`src/rtl/regfile_pkg.sv`:
```
// -----------------------------------------------------------------------------
// regfile_pkg
// Shared definitions for the regfile_timer_unit register bank:
//   - rd_sel read-source encoding (codes 6 and 7 are unused and read as zero)
//   - offsets of the stack-pointer (SP) and auxiliary-stack (AS) registers,
//     counted down from the top of the general register file
//   - state encoding for the delay controller inside the tick timer
// -----------------------------------------------------------------------------
package regfile_pkg;

    typedef enum logic [2:0] {
        RD_NONE  = 3'd0,
        RD_REG   = 3'd1,
        RD_HI    = 3'd2,
        RD_LO    = 3'd3,
        RD_TIME  = 3'd4,
        RD_PTIME = 3'd5
    } rd_sel_e;

    // SP lives in reg[REG_COUNT-1], AS in reg[REG_COUNT-2].
    localparam int SP_FROM_TOP = 1;
    localparam int AS_FROM_TOP = 2;

    typedef enum logic {
        DLY_IDLE = 1'b0,
        DLY_BUSY = 1'b1
    } delay_state_e;

endpackage : regfile_pkg

```
`src/rtl/regfile_timer_unit_if.sv`:
```
// -----------------------------------------------------------------------------
// regfile_timer_unit_if
// Decode-side bus of the register bank. The master modport is the decode
// stage (drives reads, writes, stack and timer controls); the slave modport is
// the register bank itself.
//   rd_sel/rd_addr0/rd_addr1 -> rd_data0/rd_data1   registered read port
//   wr_en/wr_addr/wr_data                           general register write
//   hilo_we/hi_in/lo_in                             HI/LO load
//   ptime_we                                        PTIME load from wr_data
//   cmp_we/cmp_in -> cmp_flag                       compare flag
//   sp_push/sp_pop/as_push/as_pop -> sp_out/as_out  hardware stacks
//   delay_start -> delay_busy, time_out             timer and delay
//   stk_ovf/stk_unf                                 sticky stack error flags
// -----------------------------------------------------------------------------
interface regfile_timer_unit_if #(
    parameter int DATA_W = 32,
    parameter int AW     = 5
);
    logic [2:0]        rd_sel;
    logic [AW-1:0]     rd_addr0;
    logic [AW-1:0]     rd_addr1;
    logic [DATA_W-1:0] rd_data0;
    logic [DATA_W-1:0] rd_data1;
    logic              wr_en;
    logic [AW-1:0]     wr_addr;
    logic [DATA_W-1:0] wr_data;
    logic              hilo_we;
    logic [DATA_W-1:0] hi_in;
    logic [DATA_W-1:0] lo_in;
    logic              ptime_we;
    logic              cmp_we;
    logic              cmp_in;
    logic              cmp_flag;
    logic              sp_push;
    logic              sp_pop;
    logic              as_push;
    logic              as_pop;
    logic [DATA_W-1:0] sp_out;
    logic [DATA_W-1:0] as_out;
    logic              delay_start;
    logic              delay_busy;
    logic [DATA_W-1:0] time_out;
    logic              stk_ovf;
    logic              stk_unf;

    modport master (
        output rd_sel, rd_addr0, rd_addr1, wr_en, wr_addr, wr_data,
               hilo_we, hi_in, lo_in, ptime_we, cmp_we, cmp_in,
               sp_push, sp_pop, as_push, as_pop, delay_start,
        input  rd_data0, rd_data1, cmp_flag, sp_out, as_out,
               delay_busy, time_out, stk_ovf, stk_unf
    );

    modport slave (
        input  rd_sel, rd_addr0, rd_addr1, wr_en, wr_addr, wr_data,
               hilo_we, hi_in, lo_in, ptime_we, cmp_we, cmp_in,
               sp_push, sp_pop, as_push, as_pop, delay_start,
        output rd_data0, rd_data1, cmp_flag, sp_out, as_out,
               delay_busy, time_out, stk_ovf, stk_unf
    );

endinterface : regfile_timer_unit_if

```
`src/rtl/regfile_tick_timer.sv`:
```
// -----------------------------------------------------------------------------
// regfile_tick_timer
// Prescaled free-running TIME counter plus a one-shot delay with a deadline.
//   clk, reset    clock (rising edge), asynchronous active-low reset
//   ptime         current PTIME value (delay length in ticks)
//   delay_start   arm the delay: deadline = TIME + PTIME
//   time_out      current TIME
//   delay_busy    high from the cycle after arming until TIME reaches deadline
// -----------------------------------------------------------------------------
module regfile_tick_timer
    import regfile_pkg::*;
#(
    parameter int DATA_W   = 32,
    parameter int PRESCALE = 50000
) (
    input  logic              clk,
    input  logic              reset,
    input  logic [DATA_W-1:0] ptime,
    input  logic              delay_start,
    output logic [DATA_W-1:0] time_out,
    output logic              delay_busy
);

    localparam int            PW         = (PRESCALE > 1) ? $clog2(PRESCALE) : 1;
    localparam logic [PW-1:0] PRESC_LAST = PW'(PRESCALE - 1);

    logic [PW-1:0]     presc_q, presc_d;
    logic [DATA_W-1:0] time_q, time_d;
    logic [DATA_W-1:0] deadline_q, deadline_d;
    delay_state_e      state_q, state_d;
    logic              presc_tc;

    // NOTE: state registers use non-blocking assignments only; blocking here
    // would create order-dependent simulation races with other flops.
    always_ff @(posedge clk or negedge reset) begin
        if (!reset) begin
            presc_q    <= '0;
            time_q     <= '0;
            deadline_q <= '0;
            state_q    <= DLY_IDLE;
        end else begin
            presc_q    <= presc_d;
            time_q     <= time_d;
            deadline_q <= deadline_d;
            state_q    <= state_d;
        end
    end

    // NOTE: every variable gets a default at the top of the block so no path
    // leaves it unassigned, which would otherwise infer a latch.
    always_comb begin
        presc_tc   = (presc_q == PRESC_LAST);
        presc_d    = presc_tc ? '0 : presc_q + 1'b1;
        time_d     = time_q + DATA_W'(presc_tc);
        state_d    = state_q;
        deadline_d = deadline_q;

        case (state_q)
            DLY_IDLE: begin
                if (delay_start && (ptime != '0)) begin
                    deadline_d = time_q + ptime;
                    state_d    = DLY_BUSY;
                end
            end
            DLY_BUSY: begin
                // Re-arming restarts from the current TIME; a zero-length
                // re-arm simply ends the delay.
                if (delay_start) begin
                    if (ptime != '0) begin
                        deadline_d = time_q + ptime;
                    end else begin
                        state_d = DLY_IDLE;
                    end
                end else if (time_q == deadline_q) begin
                    // Equality rather than magnitude keeps this wrap-safe.
                    state_d = DLY_IDLE;
                end
            end
            default: state_d = DLY_IDLE;
        endcase
    end

    assign time_out   = time_q;
    assign delay_busy = (state_q == DLY_BUSY);

endmodule : regfile_tick_timer

```
`src/rtl/regfile_timer_unit.sv`:
```
// -----------------------------------------------------------------------------
// regfile_timer_unit
// Register bank between decode and execute: general register file with a
// hardwired zero register, HI/LO pair, SP/AS hardware stacks held in the top
// two registers, compare flag, and a prescaled timer with a delay deadline.
//   clk, reset  clock (rising edge), asynchronous active-low reset
//   bus         regfile_timer_unit_if.slave (reads, writes, stacks, timer)
// Build option: define REGFILE_STACK_CHECK_EN to suppress out-of-range SP/AS
// operations and raise the sticky stk_ovf/stk_unf flags; without it the
// counters wrap and both flags are tied low.
// -----------------------------------------------------------------------------
module regfile_timer_unit
    import regfile_pkg::*;
#(
    parameter int                DATA_W    = 32,
    parameter int                REG_COUNT = 32,
    parameter logic [DATA_W-1:0] SP_STEP   = 4,
    parameter logic [DATA_W-1:0] SP_TOP    = 'h400,
    parameter logic [DATA_W-1:0] SP_FLOOR  = 'h0,
    parameter int                PRESCALE  = 50000
) (
    input  logic                 clk,
    input  logic                 reset,
    regfile_timer_unit_if.slave  bus
);

    localparam int            AW      = $clog2(REG_COUNT);
    localparam int            SP_IDX  = REG_COUNT - SP_FROM_TOP;
    localparam int            AS_IDX  = REG_COUNT - AS_FROM_TOP;
    localparam logic [AW-1:0] SP_ADDR = AW'(SP_IDX);
    localparam logic [AW-1:0] AS_ADDR = AW'(AS_IDX);

    if (SP_FLOOR > SP_TOP) begin : g_bad_stack_range
        $error("regfile_timer_unit: SP_FLOOR must not exceed SP_TOP");
    end

    logic [DATA_W-1:0] regs_q [REG_COUNT];
    logic [DATA_W-1:0] regs_d [REG_COUNT];
    logic [DATA_W-1:0] hi_q, hi_d, lo_q, lo_d;
    logic [DATA_W-1:0] ptime_q, ptime_d;
    logic [DATA_W-1:0] rd_data0_q, rd_data0_d, rd_data1_q, rd_data1_d;
    logic              cmp_flag_q, cmp_flag_d;
    logic [DATA_W-1:0] sp_cur, as_cur, time_val;
    logic              sp_wr_hit, as_wr_hit, byp0, byp1;

`ifdef REGFILE_STACK_CHECK_EN
    logic              stk_ovf_q, stk_ovf_d, stk_unf_q, stk_unf_d;
    // One extra bit so the range tests cannot be fooled by wrap-around.
    logic [DATA_W:0]   sp_ext;
`endif

    regfile_tick_timer #(
        .DATA_W   (DATA_W),
        .PRESCALE (PRESCALE)
    ) u_timer (
        .clk         (clk),
        .reset       (reset),
        .ptime       (ptime_q),
        .delay_start (bus.delay_start),
        .time_out    (time_val),
        .delay_busy  (bus.delay_busy)
    );

    // State update: stacks first, then the explicit write so it wins on the
    // SP/AS index.
    always_comb begin : next_state
        regs_d     = regs_q;
        hi_d       = hi_q;
        lo_d       = lo_q;
        ptime_d    = ptime_q;
        cmp_flag_d = cmp_flag_q;
        sp_cur     = regs_q[SP_IDX];
        as_cur     = regs_q[AS_IDX];
        sp_wr_hit  = bus.wr_en && (bus.wr_addr == SP_ADDR);
        as_wr_hit  = bus.wr_en && (bus.wr_addr == AS_ADDR);
`ifdef REGFILE_STACK_CHECK_EN
        stk_ovf_d  = stk_ovf_q;
        stk_unf_d  = stk_unf_q;
        sp_ext     = {1'b0, sp_cur};
`endif

        // Push and pop together cancel out.
        if (!sp_wr_hit && (bus.sp_push != bus.sp_pop)) begin
            if (bus.sp_push) begin
`ifdef REGFILE_STACK_CHECK_EN
                if (sp_ext < ({1'b0, SP_FLOOR} + {1'b0, SP_STEP})) begin
                    stk_ovf_d = 1'b1;
                end else begin
                    regs_d[SP_IDX] = sp_cur - SP_STEP;
                end
`else
                regs_d[SP_IDX] = sp_cur - SP_STEP;
`endif
            end else begin
`ifdef REGFILE_STACK_CHECK_EN
                if ((sp_ext + {1'b0, SP_STEP}) > {1'b0, SP_TOP}) begin
                    stk_unf_d = 1'b1;
                end else begin
                    regs_d[SP_IDX] = sp_cur + SP_STEP;
                end
`else
                regs_d[SP_IDX] = sp_cur + SP_STEP;
`endif
            end
        end

        if (!as_wr_hit && (bus.as_push != bus.as_pop)) begin
            if (bus.as_push) begin
                regs_d[AS_IDX] = as_cur + 1'b1;
            end else begin
`ifdef REGFILE_STACK_CHECK_EN
                if (as_cur == '0) begin
                    stk_unf_d = 1'b1;
                end else begin
                    regs_d[AS_IDX] = as_cur - 1'b1;
                end
`else
                regs_d[AS_IDX] = as_cur - 1'b1;
`endif
            end
        end

        if (bus.wr_en && (bus.wr_addr != '0)) begin
            regs_d[bus.wr_addr] = bus.wr_data;
        end

        if (bus.hilo_we) begin
            hi_d = bus.hi_in;
            lo_d = bus.lo_in;
        end

        if (bus.ptime_we) begin
            ptime_d = bus.wr_data;
        end

        if (bus.cmp_we) begin
            cmp_flag_d = bus.cmp_in;
        end
    end

    // Registered read port; only general-register reads see the write bypass.
    always_comb begin : read_path
        rd_data0_d = '0;
        rd_data1_d = '0;
        byp0       = bus.wr_en && (bus.wr_addr == bus.rd_addr0) && (bus.rd_addr0 != '0);
        byp1       = bus.wr_en && (bus.wr_addr == bus.rd_addr1) && (bus.rd_addr1 != '0);

        case (bus.rd_sel)
            RD_REG: begin
                rd_data0_d = byp0 ? bus.wr_data : regs_q[bus.rd_addr0];
                rd_data1_d = byp1 ? bus.wr_data : regs_q[bus.rd_addr1];
            end
            RD_HI:    rd_data0_d = hi_q;
            RD_LO:    rd_data0_d = lo_q;
            RD_TIME:  rd_data0_d = time_val;
            RD_PTIME: rd_data0_d = ptime_q;
            default:  ;
        endcase
    end

    // NOTE: the register array is reset on purpose: SP must come up at SP_TOP
    // and every other register at zero, so this maps to flops, not a RAM macro.
    always_ff @(posedge clk or negedge reset) begin
        if (!reset) begin
            for (int i = 0; i < REG_COUNT; i++) begin
                regs_q[i] <= (i == SP_IDX) ? SP_TOP : '0;
            end
            hi_q       <= '0;
            lo_q       <= '0;
            ptime_q    <= '0;
            rd_data0_q <= '0;
            rd_data1_q <= '0;
            cmp_flag_q <= 1'b0;
        end else begin
            regs_q     <= regs_d;
            hi_q       <= hi_d;
            lo_q       <= lo_d;
            ptime_q    <= ptime_d;
            rd_data0_q <= rd_data0_d;
            rd_data1_q <= rd_data1_d;
            cmp_flag_q <= cmp_flag_d;
        end
    end

`ifdef REGFILE_STACK_CHECK_EN
    always_ff @(posedge clk or negedge reset) begin
        if (!reset) begin
            stk_ovf_q <= 1'b0;
            stk_unf_q <= 1'b0;
        end else begin
            stk_ovf_q <= stk_ovf_d;
            stk_unf_q <= stk_unf_d;
        end
    end

    assign bus.stk_ovf = stk_ovf_q;
    assign bus.stk_unf = stk_unf_q;
`else
    assign bus.stk_ovf = 1'b0;
    assign bus.stk_unf = 1'b0;
`endif

    assign bus.rd_data0 = rd_data0_q;
    assign bus.rd_data1 = rd_data1_q;
    assign bus.cmp_flag = cmp_flag_q;
    assign bus.sp_out   = regs_q[SP_IDX];
    assign bus.as_out   = regs_q[AS_IDX];
    assign bus.time_out = time_val;

endmodule : regfile_timer_unit

```
`src/flat_wrapper.sv`:
```
// flat-port wrapper written by rule: the top's interface ports become plain ports
module regfile_timer_unit_flat import regfile_pkg::*;
#(
    parameter int                DATA_W    = 32,
    parameter int                REG_COUNT = 32,
    parameter logic [DATA_W-1:0] SP_STEP   = 4,
    parameter logic [DATA_W-1:0] SP_TOP    = 'h400,
    parameter logic [DATA_W-1:0] SP_FLOOR  = 'h0,
    parameter int                PRESCALE  = 50000
)
  (clk, reset, bus_rd_sel, bus_rd_addr0, bus_rd_addr1, bus_wr_en, bus_wr_addr, bus_wr_data, bus_hilo_we, bus_hi_in, bus_lo_in, bus_ptime_we, bus_cmp_we, bus_cmp_in, bus_sp_push, bus_sp_pop, bus_as_push, bus_as_pop, bus_delay_start, bus_rd_data0, bus_rd_data1, bus_cmp_flag, bus_sp_out, bus_as_out, bus_delay_busy, bus_time_out, bus_stk_ovf, bus_stk_unf);
  regfile_timer_unit_if #(.DATA_W(DATA_W), .AW((5))) bus_i ();
  input  logic clk;
  input  logic reset;
  input wire logic [$bits(bus_i.rd_sel)-1:0] bus_rd_sel;
  input wire logic [$bits(bus_i.rd_addr0)-1:0] bus_rd_addr0;
  input wire logic [$bits(bus_i.rd_addr1)-1:0] bus_rd_addr1;
  input wire logic [$bits(bus_i.wr_en)-1:0] bus_wr_en;
  input wire logic [$bits(bus_i.wr_addr)-1:0] bus_wr_addr;
  input wire logic [$bits(bus_i.wr_data)-1:0] bus_wr_data;
  input wire logic [$bits(bus_i.hilo_we)-1:0] bus_hilo_we;
  input wire logic [$bits(bus_i.hi_in)-1:0] bus_hi_in;
  input wire logic [$bits(bus_i.lo_in)-1:0] bus_lo_in;
  input wire logic [$bits(bus_i.ptime_we)-1:0] bus_ptime_we;
  input wire logic [$bits(bus_i.cmp_we)-1:0] bus_cmp_we;
  input wire logic [$bits(bus_i.cmp_in)-1:0] bus_cmp_in;
  input wire logic [$bits(bus_i.sp_push)-1:0] bus_sp_push;
  input wire logic [$bits(bus_i.sp_pop)-1:0] bus_sp_pop;
  input wire logic [$bits(bus_i.as_push)-1:0] bus_as_push;
  input wire logic [$bits(bus_i.as_pop)-1:0] bus_as_pop;
  input wire logic [$bits(bus_i.delay_start)-1:0] bus_delay_start;
  output wire logic [$bits(bus_i.rd_data0)-1:0] bus_rd_data0;
  output wire logic [$bits(bus_i.rd_data1)-1:0] bus_rd_data1;
  output wire logic [$bits(bus_i.cmp_flag)-1:0] bus_cmp_flag;
  output wire logic [$bits(bus_i.sp_out)-1:0] bus_sp_out;
  output wire logic [$bits(bus_i.as_out)-1:0] bus_as_out;
  output wire logic [$bits(bus_i.delay_busy)-1:0] bus_delay_busy;
  output wire logic [$bits(bus_i.time_out)-1:0] bus_time_out;
  output wire logic [$bits(bus_i.stk_ovf)-1:0] bus_stk_ovf;
  output wire logic [$bits(bus_i.stk_unf)-1:0] bus_stk_unf;
  assign bus_i.rd_sel = bus_rd_sel;
  assign bus_i.rd_addr0 = bus_rd_addr0;
  assign bus_i.rd_addr1 = bus_rd_addr1;
  assign bus_i.wr_en = bus_wr_en;
  assign bus_i.wr_addr = bus_wr_addr;
  assign bus_i.wr_data = bus_wr_data;
  assign bus_i.hilo_we = bus_hilo_we;
  assign bus_i.hi_in = bus_hi_in;
  assign bus_i.lo_in = bus_lo_in;
  assign bus_i.ptime_we = bus_ptime_we;
  assign bus_i.cmp_we = bus_cmp_we;
  assign bus_i.cmp_in = bus_cmp_in;
  assign bus_i.sp_push = bus_sp_push;
  assign bus_i.sp_pop = bus_sp_pop;
  assign bus_i.as_push = bus_as_push;
  assign bus_i.as_pop = bus_as_pop;
  assign bus_i.delay_start = bus_delay_start;
  assign bus_rd_data0 = bus_i.rd_data0;
  assign bus_rd_data1 = bus_i.rd_data1;
  assign bus_cmp_flag = bus_i.cmp_flag;
  assign bus_sp_out = bus_i.sp_out;
  assign bus_as_out = bus_i.as_out;
  assign bus_delay_busy = bus_i.delay_busy;
  assign bus_time_out = bus_i.time_out;
  assign bus_stk_ovf = bus_i.stk_ovf;
  assign bus_stk_unf = bus_i.stk_unf;
  regfile_timer_unit #(.DATA_W(DATA_W), .REG_COUNT(REG_COUNT), .SP_STEP(SP_STEP), .SP_TOP(SP_TOP), .SP_FLOOR(SP_FLOOR), .PRESCALE(PRESCALE)) u_core (.clk(clk), .reset(reset), .bus(bus_i));
endmodule
```
`config.mk`:
```
export PLATFORM = sky130hd
export DESIGN_NAME = regfile_timer_unit_flat
export DESIGN_NICKNAME = d
export VERILOG_FILES = /design/src/rtl/regfile_pkg.sv /design/src/rtl/regfile_timer_unit_if.sv /design/src/rtl/regfile_tick_timer.sv /design/src/rtl/regfile_timer_unit.sv /design/src/flat_wrapper.sv
export SDC_FILE = /design/constraint.sdc
export NUM_CORES = 2
export LEC_CHECK = 0
export ABC_AREA = 1
export CAP_MARGIN = 20
export CORE_MARGIN = 1.5
export CORE_UTILIZATION = 30
export DETAILED_ROUTE_END_ITERATION = 16
export PLACE_DENSITY_LB_ADDON = 0.15
export REMOVE_ABC_BUFFERS = 1
export SYNTH_ARGS = -nofsm -noshare
export SYNTH_HDL_FRONTEND = slang
export SYNTH_SLANG_ARGS = --single-unit
```
`constraint.sdc`:
```
create_clock -name clk -period 3 [get_ports clk]
set_input_delay 0.3 -clock clk [delete_from_list [all_inputs] [get_ports clk]]
set_output_delay 0.3 -clock clk [all_outputs]
set_load 0.005 [all_outputs]
```
---- Word level (Yosys, flattened, before mapping) ----
Index checks and enable logic that the tools add are counted.
cells by class
  $add $sub $neg .......................... 7
  reduce and logical (&&, ||, !) cells .... 18
  equal/unequal tests ..................... 16
  bitwise logic cells ..................... 4
  order comparisons ....................... 4
  muxes and demuxes ....................... 28
operators with widths
  operator                 count
  $bwmux W1024             1
  $mux W32                 15
  $bmux W32 S5             2
  $demux W32 S5            1
  $pmux W32 S5             1
  $mux W64                 1
  $pmux W32 S2             1
  $add A32 B1 Y32          1
  $add A32 B1 Y32 const B  1
  $add A32 B3 Y32 const B  1
  $add A32 B32 Y32         1
  $eq A32 B32 Y1           1
  $reduce_bool A32 Y1      1
  $sub A32 B1 Y32 const B  1
  $sub A32 B3 Y32 const B  1
  $ge A6 B6 Y1 const B     3
  $not A5 Y6               3
  $add A16 B1 Y16 const B  1
  $eq A16 B16 Y1 const B   1
  $mux W16                 1
  $reduce_bool A5 Y1       3
  $logic_and A1 B1 Y1      11
  $eq A5 B5 Y1             2
  $eq A5 B5 Y1 const B     2
  12 further kinds         20
storage, ports and cells
  logic and storage cells ................. 119
  output and inout port bits .............. 164
  register bits ........................... 1266
  bits of input ports ..................... 126

---- Longest topological paths before layout ----
  word-level depth ........................ 7
  gate-level depth with buffers ........... 17
  mapped depth without buffers ............ 17

---- Modules after synthesis ----
A second synthesis with hierarchy kept.
unflattened totals
  cells, all modules ...................... 11007
  area, all modules ....................... 76784.9 um^2
modules (own cells, without submodules)
  module              cells each  sequential area each (um^2)  times used  area each (um^2)
  regfile_timer_unit  10047       29654.7                      1           70398.8
  regfile_tick_timer  960         2026.9                       1           6386.1

---- Worst setup path after synthesis ----
OpenSTA, ideal clock, no wires.
  path type ............................... register to register
  start point ............................. register u_core.u_timer.presc_q[0]
  end point ............................... register u_core.u_timer.time_q[28], in the netlist u_core.u_timer.time_out[28]
  clock period less this slack ............ 2679 ps
  setup slack ............................. 321 ps
  data arrival time ....................... 2551 ps
  setup time .............................. 128 ps
  required time ........................... 2872 ps
  buffers on the path ..................... 0
  cell stages (with the launch flop) ...... 18
  path through ............................ dfrtp_1 > ha_1 > nand2_1 > nor2_1 > inv_1 > nor2_1 > nand2_1 > clkinv_1 > ha_1 > ha_1 > nand2_1 > nor2_2 > nand4_1 > nor3_1 > nand3_1 > nor2_1 > nand2_1 > xnor2_1
on the way
  cells in the longest elaborated chain, start to end .. 2
ends and longest elaborated chain
  what                                 line                      source
  from (decl)                          regfile_tick_timer.sv:27  logic [PW-1:0] presc_q, presc_d;
  from (signal assigned)               regfile_tick_timer.sv:42  presc_q <= presc_d;
  $eq A16 B16 Y1                       regfile_tick_timer.sv:52  presc_tc = (presc_q == PRESC_LAST);
  $add A32 B1 Y32                      regfile_tick_timer.sv:54  time_d = time_q + DATA_W'(presc_tc);
  named net u_core.u_timer.time_d[28]  regfile_tick_timer.sv:28  logic [DATA_W-1:0] time_q, time_d;
  to (signal assigned)                 regfile_tick_timer.sv:43  time_q <= time_d;
  to (decl)                            regfile_tick_timer.sv:28
The timed path passes the listed nets, and every way through them passes these cells.
A chain may end at the register's enable or synchronous reset.

---- Worst setup path in the final report ----
  start point ............................. register u_core.u_timer.presc_q[0]
  end point ............................... register u_core.u_timer.time_q[30], in the netlist u_core.u_timer.time_out[30]
Same word-level chain as after synthesis.

==> results.cfg <==
[global_routing]
grt_pass1_vias = 70050
grt_pass1_wl_microns = 513600
busiest_layer = met2
grt_usage_pct = 28.54
grt_util_met3_pct = 4.541
grt-ovfl-total = 0
antenna_found_initial = 18
met1_usage_pct = 38.82
grt_max_degree = 126
grt.met2_usage_pct = 44.29

[setup_path]
cp.required_ns = 3.77
crit_chain = ha_2 > nand2_1 > nor2_2 > inv_1 > nor2_1 > nand2_1 > inv_2 > ha_4 > ha_4 > nand2_2 > nor2_4 > nand4_1 > buf_4 > nor4_4 > nand2_1 > nor2_2 > xor2_1
endpoint_kind = flop
crit_top_cell = nand2_1
cp.arrival_ns = 3.60
cp_top_family = simple AND/OR/NAND/NOR gates
critPathSlowestCell = dfrtp_1
worstSetupStartpointType = flop
crit_path_max_incr_delay_ns = 0.37
path_class = reg -> reg
cp_max_fo = 4
crit_buf_inv = 3

[placed_design]
routabilityCongestion = 0.9281
io_buffers = 287
dpl_cell_area_sq_mm = 0.08111
hpwl_microns = 234500

[timing]
drv_slew = 0
period_needed_ns = 2.831
fin_worst_skew_ns = 0.03125
slew_headroom_pct = 27.83
finalCritPeriodShare_pct = 94.38
setup_viol = 0
tightest_slew_ns = 1.082
clock.fmax_ghz = 0.3532
finalHoldViolCount = 0

[detailed_routing]
vias_per_cell = 5.513
firstDrtPassIters = 6
wl_per_cell_microns = 26.76
ant_nets = 0
postRouteWirelength_microns = 357300
drcViolationCount = 0
via_count = 73610
drt_iter0_markers = 8880

[clock_tree]
cts_tree = yes
ctsHtreeMaxLevel = 4
root_buffer = clkbuf_16
clockBufferDepth = 3
insertion_delay_ns = 0.84
cts_sinks = 1266
cts_made_buffers = 156
clk_pin_slew_ns = 0.06

[die]
initial_core_util_pct = 30.26
fp-row-count = 180
die_area_sq_mm = 0.2465
die_h_microns = 496.5
pin_count = 290
die_w_microns = 496.5
coreArea_sq_mm = 0.2414

[synth]
syn_avg_cell_area_sq_um = 7.276
syn_area_sq_mm = 0.07306
ys_types = 45
synth_edf_count = 0
ys_ff_latch = 1266
async_flop_share_pct = 100.0
ys_seq_area_share_pct = 43.37
syn_inst = 10040
yosys_warnings = 0
synth_flop_cell = dfrtp_1

[flow_run]
max-cap-violations = 0

[cells_and_area]
mostFrequentLayoutCells = o21ai_0 (1900), nand2_1 (1710), a21oi_1 (1285), dfrtp_1 (1265), nand3_1 (1106)
layout-drive-gt1-share_pct = 8.243
layout_commonest_cell = o21ai_0
finalInstanceArea_sq_mm = 0.08657
nNetsFinal = 10270
syn2layout_area_growth_pct = 18.50
final_util_pct = 35.86

[power]
p_sw_share_pct = 36.60
p_sw_uw = 21700
ir_drop_mv = 0.6851
combinationalPowerShare_pct = 27.8
cell_internal_pwr_uw = 37590
power_frac_seq_pct = 39.1
p_per_area_mw_per_mm2 = 684.8
p_leak_uw = 0.03979
power_uw = 59290
pwr-share-clk_pct = 33.2

[status]
status = finished, final reports clean

[worst_hold_path]
holdCritPathClass = in -> reg
==> state kept, by name, summed over array words and instances, names as in the netlist <==
register / count
u_core.u_timer.deadline_q: 32
u_core.u_timer.delay_busy: 1
u_core.hi_q: 32
u_core.ptime_q: 32
u_core.bus.rd_data1: 32
u_core.u_timer.presc_q: 16
u_core.bus.rd_data0: 32
u_core.bus.as_out: 32
u_core.u_timer.time_out: 32
u_core.bus.cmp_flag: 1
u_core.lo_q: 32
u_core.bus.sp_out: 32
u_core.regs_q: 960
==> per-stage QoR <==
stage	setup TNS, ns	setup WS (ns)	instances	hold WS (ns)
finish	0	0.1687	13350	0.04932
global route	-0.07486	-0.04852	13350	0.04702
CTS	0	0.09195	13350	0.002202
detailed placement	0	0.01897	13060	0.2391
global placement	-0.02166	-0.02166	13060	0.2453
floorplan	-125.84	-1.999	9162	0.004409
==> what timing repair did <==
action,4_1_cts,5_1_grt
endpoints found under the hold margin,970,8
buffers inserted,0,4
setup endpoints to repair,0,11
hold buffers,12,1
resized for setup,0,15
==> synth_stat cells (8+ instances only) <==
cell	instances	share of area, %
dfrtp_1	1265	43
xor2_1	72	0.86
o21ai_0	1900	13
o21bai_1	11	0.11
inv_1	961	4.9
buf_1	95	0.49
nand3_1	1107	7.6
o22ai_1	39	0.33
buf_4	71	0.73
buf_2	115	0.79
nor2_1	296	1.5
or2_2	10	0.086
nand3b_1	13	0.13
nand4_1	19	0.16
mux2_2	53	0.82
ha_1	92	1.6
nor3_1	34	0.23
inv_2	15	0.077
xnor2_1	24	0.29
a21oi_1	1285	8.8
o211ai_1	12	0.12
nor4_1	13	0.11
clkbuf_1	598	3.1
nand2_1	1739	8.9
nor3_2	8	0.11
a221oi_1	33	0.40
o21ai_1	108	0.74
==> power by group through the flow <==
| stage | Combinational [uW] | Clock, uW | Sequential (uW) |
|---|---|---|---|
| after floorplan | 9240 | 0 | 22100 |
| after global placement | 16200 | 0 | 23300 |
| after detailed placement | 16400 | 0 | 23400 |
| after CTS | 16400 | 20000 | 23100 |
| after global routing | 18500 | 20700 | 23400 |
| final | 16500 | 19700 | 23200 |
==> path summary, 6_finish.rpt <==
kind | start | slack [ns] | depth (start not counted) | endpoint
worst min-delay path | bus_lo_in[16] | 0.05 | 3 | u_core.lo_q[16]
min in group asynchronous | reset | 0.07 | 2 | u_core.regs_q[200]
worst min register to register | u_core.regs_q[995] | 0.40 | 0 | u_core.regs_q[995]
worst max register to register | u_core.u_timer.presc_q[0] | 0.17 | 17 | u_core.u_timer.time_out[30]
max in group asynchronous | reset | 1.86 | 3 | u_core.regs_q[338]
worst max-delay path | u_core.u_timer.presc_q[0] | 0.17 | 17 | u_core.u_timer.time_out[30]
==> final cells by class <==
cell class	count	area, sq um
diodes	2	5.005
clock buffers	231	4669
clock inverters	47	544.3
fillers	25430	154900
inverters	979	3720
multi-input cells	6917	34330
flip-flops and latches	1266	31680
well taps	3185	3985
repair buffers	726	7637
==> per-layer routing <==
metal,routed length [microns],vias to the layer above
met5,0,-
met4,18690,0
met3,27600,676
met2,157100,3450
met1,153900,35820
li1,-,33670
==> cells by family after synthesis <==
kind of cell    share of synthesized area (%)
compound gates                          23.77
fa+ha+maj                               1.658
mux                                    0.8169
simple gates                            19.11
flops                                   43.37
other cells                          0.005133
xor+xnor                                1.151
buf+inv                                 10.12
==> worst reg2reg max path: stages, from the launching register on <==
cell and delay, ns:
dfrtp_1 0.37, ha_2 0.20, nand2_1 0.06, nor2_2 0.15
inv_1 0.07, nor2_1 0.10, nand2_1 0.09, inv_2 0.09
ha_4 0.15, ha_4 0.14, nand2_2 0.08, nor2_4 0.14
nand4_1 0.19, buf_4 0.22, nor4_4 0.31, nand2_1 0.14
nor2_2 0.14, xor2_1 0.14
No activity file was read; power rests on OpenSTA's default activity.
